<file path="src/rtl/pcpi_ctrl_pkg.sv">
// pcpi_ctrl_pkg
//   Shared types and constants for the PCPI issue sequencer:
//   - state_t  : sequencer states (IDLE / ISSUE / SEND)
//   - XLEN     : PCPI data and instruction width
//   - NIBBLES  : result nibbles streamed per write-back
//   - NIBBLE_W : width of one output nibble
package pcpi_ctrl_pkg;

  localparam int XLEN     = 32;
  localparam int NIBBLES  = 8;
  localparam int NIBBLE_W = 4;
  localparam int IDX_W    = $clog2(NIBBLES);

  typedef enum logic [1:0] {
    IDLE  = 2'd0,
    ISSUE = 2'd1,
    SEND  = 2'd2
  } state_t;

endpackage

</file>
<file path="src/rtl/pcpi_nibble_tx.sv">
// pcpi_nibble_tx
//   Holds a captured 32-bit write-back result and streams it out LSB nibble
//   first under a valid/ack handshake.
// Ports:
//   clk, rst_n     clock, synchronous active-low reset
//   load           one-cycle strobe from the sequencer: capture load_data
//   load_data      result word to capture
//   res_ack        consumer takes the current nibble when res_valid is high
//   res_valid      a nibble is being presented
//   res_nibble     current nibble
//   res_last       presenting the final nibble
//   drained        combinational pulse: the final nibble is being acked
module pcpi_nibble_tx
  import pcpi_ctrl_pkg::*;
(
  input  logic                clk,
  input  logic                rst_n,
  input  logic                load,
  input  logic [XLEN-1:0]     load_data,
  input  logic                res_ack,
  output logic                res_valid,
  output logic [NIBBLE_W-1:0] res_nibble,
  output logic                res_last,
  output logic                drained
);

  logic [XLEN-1:0]  result;
  logic [IDX_W-1:0] idx;
  logic             take;
  logic             at_last;

  assign at_last    = (idx == IDX_W'(NIBBLES - 1));
  assign take       = res_valid && res_ack;
  assign drained    = take && at_last;
  assign res_last   = res_valid && at_last;
  assign res_nibble = result[idx*NIBBLE_W +: NIBBLE_W];

  always_ff @(posedge clk) begin
    if (!rst_n) begin
      result    <= '0;
      idx       <= '0;
      res_valid <= 1'b0;
    end else if (load) begin
      result    <= load_data;
      idx       <= '0;
      res_valid <= 1'b1;
    end else if (take) begin
      if (at_last) begin
        idx       <= '0;
        res_valid <= 1'b0;
      end else begin
        idx <= idx + IDX_W'(1);
      end
    end
  end

endmodule

</file>
<file path="src/rtl/pcpi_issue_ctrl.sv">
// pcpi_issue_ctrl
//   Owns the handshake to the single PCPI coprocessor. Accepts one command
//   (insn + rs1 + rs2), issues it on PCPI, and streams any write-back result
//   out as eight nibbles through pcpi_nibble_tx.
//   Optional watchdog (define PCPI_TIMEOUT_EN): aborts an issue after
//   TIMEOUT_CYCLES consecutive cycles with neither pcpi_ready nor pcpi_wait.
// Ports:
//   clk, rst_n                      clock, synchronous active-low reset
//   cmd_valid/cmd_ready             upstream command handshake
//   cmd_insn/cmd_rs1/cmd_rs2        command payload
//   pcpi_valid/insn/rs1/rs2         registered PCPI issue
//   pcpi_ready/wr/rd/wait           PCPI completion and stall
//   res_valid/nibble/last, res_ack  nibble output stream
//   done                            one-cycle retire pulse
//   err_timeout                     sticky abort flag, cleared on next accept
module pcpi_issue_ctrl
  import pcpi_ctrl_pkg::*;
#(
  parameter int TIMEOUT_CYCLES = 64
) (
  input  logic                clk,
  input  logic                rst_n,
  input  logic                cmd_valid,
  output logic                cmd_ready,
  input  logic [XLEN-1:0]     cmd_insn,
  input  logic [XLEN-1:0]     cmd_rs1,
  input  logic [XLEN-1:0]     cmd_rs2,
  output logic                pcpi_valid,
  output logic [XLEN-1:0]     pcpi_insn,
  output logic [XLEN-1:0]     pcpi_rs1,
  output logic [XLEN-1:0]     pcpi_rs2,
  input  logic                pcpi_ready,
  input  logic                pcpi_wr,
  input  logic [XLEN-1:0]     pcpi_rd,
  input  logic                pcpi_wait,
  output logic                res_valid,
  output logic [NIBBLE_W-1:0] res_nibble,
  output logic                res_last,
  input  logic                res_ack,
  output logic                done,
  output logic                err_timeout
);

  state_t state, state_d;
  logic   accept;
  logic   tx_load;
  logic   drained;
  logic   done_d;

  // The retire cycle is spent in IDLE with done high; new commands are only
  // taken from the following cycle.
  assign cmd_ready = (state == IDLE) && !done;
  assign accept    = cmd_valid && cmd_ready;

`ifdef PCPI_TIMEOUT_EN
  localparam int CNT_W = ($clog2(TIMEOUT_CYCLES) < 3) ? 3 : $clog2(TIMEOUT_CYCLES);
  logic [CNT_W-1:0] cnt, cnt_d;
  logic             abort;
`else
  logic unused_wd;
  assign unused_wd   = pcpi_wait ^ TIMEOUT_CYCLES[0];
  assign err_timeout = 1'b0;
`endif

  always_comb begin
    state_d = state;
    tx_load = 1'b0;
    done_d  = 1'b0;
`ifdef PCPI_TIMEOUT_EN
    cnt_d   = cnt;
    abort   = 1'b0;
`endif
    case (state)
      IDLE: begin
        if (accept) begin
          state_d = ISSUE;
`ifdef PCPI_TIMEOUT_EN
          cnt_d   = '0;
`endif
        end
      end
      ISSUE: begin
        // pcpi_ready takes priority over a coincident watchdog expiry.
        if (pcpi_ready) begin
          if (pcpi_wr) begin
            tx_load = 1'b1;
            state_d = SEND;
          end else begin
            done_d  = 1'b1;
            state_d = IDLE;
          end
        end
`ifdef PCPI_TIMEOUT_EN
        else if (pcpi_wait) begin
          cnt_d = '0;
        end else if (cnt == CNT_W'(TIMEOUT_CYCLES - 1)) begin
          abort   = 1'b1;
          done_d  = 1'b1;
          state_d = IDLE;
        end else begin
          cnt_d = cnt + CNT_W'(1);
        end
`endif
      end
      SEND: begin
        if (drained) begin
          done_d  = 1'b1;
          state_d = IDLE;
        end
      end
      default: state_d = IDLE;
    endcase
  end

  always_ff @(posedge clk) begin
    if (!rst_n) begin
      state      <= IDLE;
      pcpi_valid <= 1'b0;
      done       <= 1'b0;
      pcpi_insn  <= '0;
      pcpi_rs1   <= '0;
      pcpi_rs2   <= '0;
    end else begin
      state      <= state_d;
      pcpi_valid <= (state_d == ISSUE);
      done       <= done_d;
      if (accept) begin
        pcpi_insn <= cmd_insn;
        pcpi_rs1  <= cmd_rs1;
        pcpi_rs2  <= cmd_rs2;
      end
    end
  end

`ifdef PCPI_TIMEOUT_EN
  always_ff @(posedge clk) begin
    if (!rst_n) begin
      cnt         <= '0;
      err_timeout <= 1'b0;
    end else begin
      cnt <= cnt_d;
      if (accept)     err_timeout <= 1'b0;
      else if (abort) err_timeout <= 1'b1;
    end
  end
`endif

  pcpi_nibble_tx u_tx (
    .clk        (clk),
    .rst_n      (rst_n),
    .load       (tx_load),
    .load_data  (pcpi_rd),
    .res_ack    (res_ack),
    .res_valid  (res_valid),
    .res_nibble (res_nibble),
    .res_last   (res_last),
    .drained    (drained)
  );

endmodule

</file>
<file path="config.mk">
export PLATFORM = sky130hd
export DESIGN_NAME = pcpi_issue_ctrl
export DESIGN_NICKNAME = d
export VERILOG_FILES = /design/src/rtl/pcpi_ctrl_pkg.sv /design/src/rtl/pcpi_nibble_tx.sv /design/src/rtl/pcpi_issue_ctrl.sv
export SDC_FILE = /design/constraint.sdc
export NUM_CORES = 1
export LEC_CHECK = 0
export BUFFER_PORTS_ARGS = -buffer_cell sky130_fd_sc_hd__buf_2
export CAP_MARGIN = 20
export CORE_ASPECT_RATIO = 0.9
export CORE_MARGIN = 2
export CORE_UTILIZATION = 47
export DETAILED_ROUTE_END_ITERATION = 12
export GPL_ROUTABILITY_DRIVEN = 1
export GPL_TIMING_DRIVEN = 0
export PLACE_DENSITY = 0.79
export SLEW_MARGIN = 10
export SYNTH_ARGS = -nofsm -noshare
export SYNTH_HDL_FRONTEND = slang
export SYNTH_HIERARCHICAL = 1
export SYNTH_SLANG_ARGS = --single-unit
</file>
<file path="constraint.sdc">
create_clock -name clk -period 2.2 [get_ports clk]
set_clock_uncertainty 0.2 [all_clocks]
set_input_delay 0.44 -clock clk [delete_from_list [all_inputs] [get_ports clk]]
set_output_delay 0.44 -clock clk [all_outputs]
set_load 0.1 [all_outputs]
</file>
==> summary.txt, run 1 <==
Global route
  • Total gr overflow: 0
  • Met1 usage: 0.276
  • Grt met3 use: 0.0670
  • Grt peak-use layer: met2
  • Initial antenna violation count: 0
  • Tot GR Track Use: 0.228
  • Pin count of the biggest net entering global routing: 17
  • First-pass GRT wire length: 22800 um
  • Grt met2 use: 0.390
  • Vias in the first global route: 4660

Power
  • Worst vdd ir: 0.000823 V
  • Cell leakage power: 3.43 nW
  • PnR Total Power: 7.24 mW
  • Switch Pwr: 2.63 mW
  • Sequential group share of total power: 0.373
  • Clk pwr share: 0.365
  • Gate power share: 0.261
  • Int Pwr: 4.61 mW
  • Switching share of power: 0.363
  • PwrDens: 955 mW/mm^2

Setup path
  • WP data required: 1560 ps
  • Critical Path Source Type: register
  • Crit-path max FO: 5
  • Worst Setup End Kind: output pin
  • Reg2Reg Setup Slack: 160 ps
  • CP Class: reg -> out
  • Arr. time, crit path: 1910 ps

Routing
  • Detailed Routing Iterations Pass 1: 4
  • Vias/cell: 4.74
  • # DRC: 0
  • Final WL: 14500 um
  • Final ANT Viol Nets: 0
  • Starting DRT DRC Count: 239
  • Vias after detailed routing: 4809
  • Avg WL per Cell: 14.3 um

STA
  • Slew @ Worst Pin: 516 ps
  • Final hold vios: 0
  • Fmax: 392 MHz
  • Max-slew violations: 0
  • Relative slew slack: 0.658
  • Final period util: 1.16
  • Min Tclk post-route: 2550 ps
  • Sum Neg Setup Slack: -1340 ps
  • Final WS setup: -350 ps
  • RSZ-0062 raised after global routing: yes
  • Final Setup Violations: 5

Floorplan
  • # rows: 37
  • Die width: 118 um
  • Die Ht: 107 um
  • IO Pins: 241
  • CORE AREA: 0.0114 mm^2
  • Die area: 0.0126 mm^2
  • Initial Utilization: 0.482

Logic synthesis
  • Mux contribution to synthesized area: 0.104
  • Count of different cell masters after synthesis: 29
  • Mapped cell area: 0.00551 mm^2
  • XOR/XNOR Fraction of Synth Area: 0
  • Syn Inst Count: 586
  • Ys Warns: 6
  • #FFs+latches synth: 136
  • Compound-Gate Fraction of Synth Area: 0.150
  • Synth Area in Simple Gates: 0.185
  • Post-synthesis adder-cell area fraction: 0.0159
  • Mapped Nets: 728
  • Synth Area per Inst: 9.40 um^2
  • Largest family of logic cells by synthesized area: simple AND/OR/NAND/NOR gates
  • Sequential-to-total area share from yosys stat: 0.494

Clock network
  • Htree depth: 4
  • Clk slew on worst S/H paths: 60 ps
  • Number of CTS-inserted buffers: 17
  • Clk_lat worst skew: 400 ps
  • CTS tree: built
  • CTS max path bufs: 2
  • CTS Sinks: 136
  • CTS Root Cell: clkbuf_16

Run
  • Max-cap violations: 0

Finish
  • Ant. Diodes: 0
  • Non-filler cells, final: 1015
  • Nets: 988
  • Share of cells above drive strength 1: 0.374
  • Fillcell total: 982
  • Synth-to-Final Area Change: 37.7%

Placed design
  • Placer Congestion: 0.806
  • Post-detail-place hpwl: 10300 um
  • PortBufs: 238
  • Placed Instances: 980

Status
  • Failing checks: setup timing
  • Status: finished, violations left

Worst hold path
  • Min-Delay Path Class: in -> reg
## layout by cell type (no fill, tap or decap), drive strengths merged
cell / n
o21ai: 3
nand3: 2
and3: 3
o22ai: 1
ha: 7
buf: 261
o21a: 1
nand4bb: 1
and2: 2
nor2b: 34
nand2: 195
a21bo: 3
conb: 1
a21boi: 99
nand4b: 1
mux4: 8
bufinv: 1
inv: 10
a21oi: 3
nand2b: 1
clkinvlp: 3
mux2i: 32
clkinv: 5
dfxtp: 136
clkbuf: 41
o221a: 1
mux2: 4
## flip-flops by register name (all words and copies together) (netlist names)
signal / cells
pcpi_valid: 1
u_tx/result: 32
u_tx/idx: 3
state: 2
pcpi_insn: 32
u_tx/res_valid: 1
pcpi_rs2: 32
done: 1
pcpi_rs1: 32
## critical path, cell delays in order (launching register included)
cell	delay [ps]
dfxtp_4	370
buf_8	130
mux4_2	530
mux2_4	310
buf_12	170
## path summary, 6_finish.rpt
kind,from,depth (start not counted),to
max reg2reg,state[0],8,pcpi_insn[12]
min reg2reg,pcpi_rs1[27],2,pcpi_rs1[27]
min,cmd_rs1[6],3,pcpi_rs1[6]
max,u_tx/idx[0],4,res_nibble[3]
## per-layer routing
layer  routed length (um)  up-vias
li1                     -     2441
met1                 6320     2188
met2                 7080      161
met3                  943       19
met4                  187        0
met5                    0        -
## cells in the mapped netlist
cell type / number / area share
conb_1: 1 / 0.00068
mux2_2: 4 / 0.0082
and2_1: 2 / 0.0023
inv_1: 6 / 0.0041
nand4b_1: 1 / 0.0016
a21boi_0: 59 / 0.080
buf_8: 1 / 0.0027
o21ai_0: 3 / 0.0027
o221a_2: 1 / 0.0020
ha_1: 7 / 0.016
nor2b_4: 1 / 0.0025
dfxtp_1: 136 / 0.49
nand3_1: 2 / 0.0018
buf_6: 6 / 0.012
a21boi_1: 40 / 0.055
a21oi_1: 3 / 0.0027
o22ai_1: 1 / 0.0011
nand2_1: 195 / 0.13
o21a_1: 1 / 0.0014
mux4_1: 8 / 0.038
nand2b_1: 1 / 0.0011
buf_4: 7 / 0.0095
mux2i_1: 32 / 0.058
and3_1: 3 / 0.0034
nor2b_1: 33 / 0.037
nand4bb_1: 1 / 0.0020
clkbuf_1: 21 / 0.014
buf_2: 7 / 0.0064
a21bo_2: 3 / 0.0055
## stage by stage
stage          setup WS, ps  hold WS (ps)  utilization  instance area [um^2]
6_report               -350          68.2        0.663                  7580
5_1_grt                -399          54.6        0.663                  7580
4_1_cts                -361          52.8        0.661                  7560
3_5_place_dp           -175           242        0.603                  6900
3_3_place_gp           -117           238        0.603                  6900
2_1_floorplan          32.9           274            -                  5510
## timing repair
action	CTS	global route
hold buffers	0	0
setup endpoints to repair	6	100
pin swaps	0	0
resized for setup	42	17
gates cloned	1	0
setup buffers	2	0
## kinds of logic after synthesis
family | count (synthesis)
adder cells (fa/ha/maj) | 7
AO/OA/AOI/OAI | 111
other | 1
buffers and inverters | 48
multiplexers | 44
flip-flops | 136
AND/OR/NAND/NOR | 239
## power by group through the flow
| stage | Clock, mW | Combinational, mW | Sequential (mW) |
|---|---|---|---|
| floorplan | 0 | 0.476 | 3.75 |
| global placement | 0 | 1.85 | 2.75 |
| detailed placement | 0 | 1.86 | 2.75 |
| CTS | 2.69 | 1.88 | 2.70 |
| global route | 2.81 | 1.99 | 2.72 |
| finish | 2.65 | 1.89 | 2.70 |
## layout make-up
type                            count  area (um^2)  share of cell area
Tap cell                          156          195              0.0257
Inverter                            6         22.5             0.00297
Clock buffer                       19          433              0.0571
Sequential cell                   136         2730               0.360
Buffer                             42          267              0.0351
Multi-Input combinational cell    402         2510               0.331
Timing Repair Buffer              241         1310               0.172
Clock inverter                     13          120              0.0158
Note: power is estimated with default switching activity, not from simulation.
==> run 2: changes to the inputs <==
--- a/config.mk
+++ b/config.mk
@@ -6,14 +6,14 @@
 export NUM_CORES = 1
 export LEC_CHECK = 0
 export BUFFER_PORTS_ARGS = -buffer_cell sky130_fd_sc_hd__buf_2
-export CAP_MARGIN = 20
+export CAP_MARGIN = 5
 export CORE_ASPECT_RATIO = 0.9
 export CORE_MARGIN = 2
 export CORE_UTILIZATION = 47
 export DETAILED_ROUTE_END_ITERATION = 12
 export GPL_ROUTABILITY_DRIVEN = 1
 export GPL_TIMING_DRIVEN = 0
-export PLACE_DENSITY = 0.79
+export PLACE_DENSITY = 0.82
 export SLEW_MARGIN = 10
 export SYNTH_ARGS = -nofsm -noshare
 export SYNTH_HDL_FRONTEND = slang
==> run 2 against run 1 <==
Against the previous run:
- the run still ends with setup timing left
- global-route usage down 0.32 points
- first-iteration DRC count is 28% higher
- final cell count is essentially flat
- sequential power barely moved
- non-clock buffer count is 1 lower
- largest cell class unchanged
- cell area is 0.50% higher
==> summary.txt, run 2 (synthesis gave the netlist of run 1 again) <==
Routing
  • Avg WL per Cell: 13.9 um
  • Final ANT Viol Nets: 0
  • Starting DRT DRC Count: 305
  • Vias after detailed routing: 4851
  • Final WL: 14100 um
  • Vias/cell: 4.78
  • Detailed Routing Iterations Pass 1: 8
  • # DRC: 0

Placed design
  • DP Area: 0.00690 mm^2
  • Placer Congestion: 0.831
  • Setup WS pre-CTS: -163 ps
  • Placed Instances: 980
  • PortBufs: 238
  • Post-detail-place hpwl: 10100 um

Floorplan
  • Die area: 0.0126 mm^2
  • Initial Utilization: 0.482
  • IO Pins: 241
  • CORE AREA: 0.0114 mm^2
  • Die width: 118 um
  • # rows: 37
  • Die Ht: 107 um

STA
  • Fmax: 390 MHz
  • Final period util: 1.17
  • Min Tclk post-route: 2560 ps
  • Final hold vios: 0
  • Sum Neg Setup Slack: -1400 ps
  • Relative slew slack: 0.662
  • Min Hold Slack: 64.9 ps
  • Final WS setup: -364 ps
  • Slew @ Worst Pin: 511 ps
  • Final Setup Violations: 5
  • RSZ-0062 raised after global routing: yes
  • Max-slew violations: 0

Power
  • Switch Pwr: 2.62 mW
  • Worst vdd ir: 0.000536 V
  • Int Pwr: 4.95 mW
  • Cell leakage power: 3.46 nW
  • Gate power share: 0.248
  • Sequential group share of total power: 0.356
  • Switching share of power: 0.346
  • PwrDens: 994 mW/mm^2
  • Clk pwr share: 0.395

Clock network
  • Clk slew on worst S/H paths: 60 ps
  • CTS max path bufs: 2
  • CTS tree: built
  • Number of CTS-inserted buffers: 17
  • Clk_lat worst skew: 410 ps
  • CTS Root Cell: clkbuf_16
  • Post-CTS Hold Fix Bufs: 0
  • CTS Sinks: 136
  • Htree depth: 4

Setup path
  • WP data required: 1560 ps
  • Reg2reg start: state[1]
  • Worst Setup End Kind: output pin
  • CP Class: reg -> out
  • FF-to-FF End: u_tx/result[26]
  • R2R depth: 8
  • CP Cell Sequence: buf_6 > mux4_2 > mux2_4 > buf_12
  • Crit-path max FO: 5
  • Worst path slowest cell: mux4_2
  • Critical Path Source Type: register
  • Arr. time, crit path: 1920 ps
  • Reg2Reg Setup Slack: 150 ps
  • Critical path's largest stage delay: 530 ps

Status
  • Failing checks: setup timing
  • Status: finished, violations left

Finish
  • Share of cells above drive strength 1: 0.372
  • Commonest non-fill, non-tap cell in the layout: buf_2
  • Fillcell total: 926
  • Ant. Diodes: 0
  • Non-filler cells, final: 1014
  • Synth-to-Final Area Change: 38.3%
  • Nets: 987
  • Commonest non-fill, non-tap cells in the layout: 239 x buf_2, 194 x nand2_1, 133 x dfxtp_1, 59 x a21boi_0, 40 x a21boi_1
  • Cell area after layout: 0.00762 mm^2

Global route
  • Pin count of the biggest net entering global routing: 17
  • Vias in the first global route: 4649
  • Initial antenna violation count: 0
  • Total gr overflow: 0
  • Tot GR Track Use: 0.225
  • First-pass GRT wire length: 22700 um

Run
  • Max-cap violations: 0

Worst hold path
  • Hold Path Cell Cnt: 3
  • Hold Path End: pcpi_rs1[6]
  • Min-Delay Path Class: in -> reg
  • Hold wc startpoint: cmd_rs1[6]
## run 2: worst max-delay path, delay by kind of cell (launching register included)
family / cells / cell delay (ps)
buffers and inverters: 2 / 320
muxes: 2 / 830
DFF: 1 / 360
## run 2: power by group through the flow
| stage | clock network (mW) | registers [mW] | logic [mW] |
|---|---|---|---|
| CTS | 3.04 | 2.70 | 1.88 |
| finish | 2.99 | 2.70 | 1.88 |
| global route | 3.17 | 2.72 | 1.98 |
| global placement | 0 | 2.75 | 1.85 |
| floorplan | 0 | 3.75 | 0.476 |
| detailed placement | 0 | 2.75 | 1.86 |
## run 2: timing repair
item,4_1_cts,5_1_grt
gates cloned,1,0
buffers inserted,1,0
gates resized for setup,34,11
setup endpoints to repair,6,85
## run 2: final cells by class
cell class	count	area (um^2)	share of cell area
buffer	42	254	0.0333
clock buffer	18	429	0.0563
clock inverter	14	200	0.0263
inverter	6	22.5	0.00296
multi-input combinational	402	2510	0.329
sequential	136	2730	0.358
tap	156	195	0.0256
timing repair buffer	240	1290	0.169
## run 2: per-layer routing
layer | track usage | wire, um | share of wire
met4 | 0.0921 | 361 | 0.026
met5 | 0 | 0 | 0
met2 | 0.377 | 6860 | 0.48
met1 | 0.267 | 6040 | 0.43
met3 | 0.0702 | 881 | 0.062
## run 2: stage by stage
step | total power [mW] | util
finish | 7.58 | 0.666
global route | 7.86 | 0.666
CTS | 7.62 | 0.665
detailed placement | 4.61 | 0.603
global placement | 4.59 | 0.603
floorplan | 4.23 | -
## run 2: worst max-delay path by stage
stage / startpoint / end / slack [ps]
detailed placement: u_tx/idx[1] / res_nibble[2] / -160
CTS: u_tx/idx[0] / res_nibble[1] / -360
global route: u_tx/idx[0] / res_nibble[1] / -410
finish: u_tx/idx[0] / res_nibble[1] / -360
global placement: u_tx/idx[1] / res_nibble[2] / -110
floorplan: state[0] / pcpi_insn[0] / 30
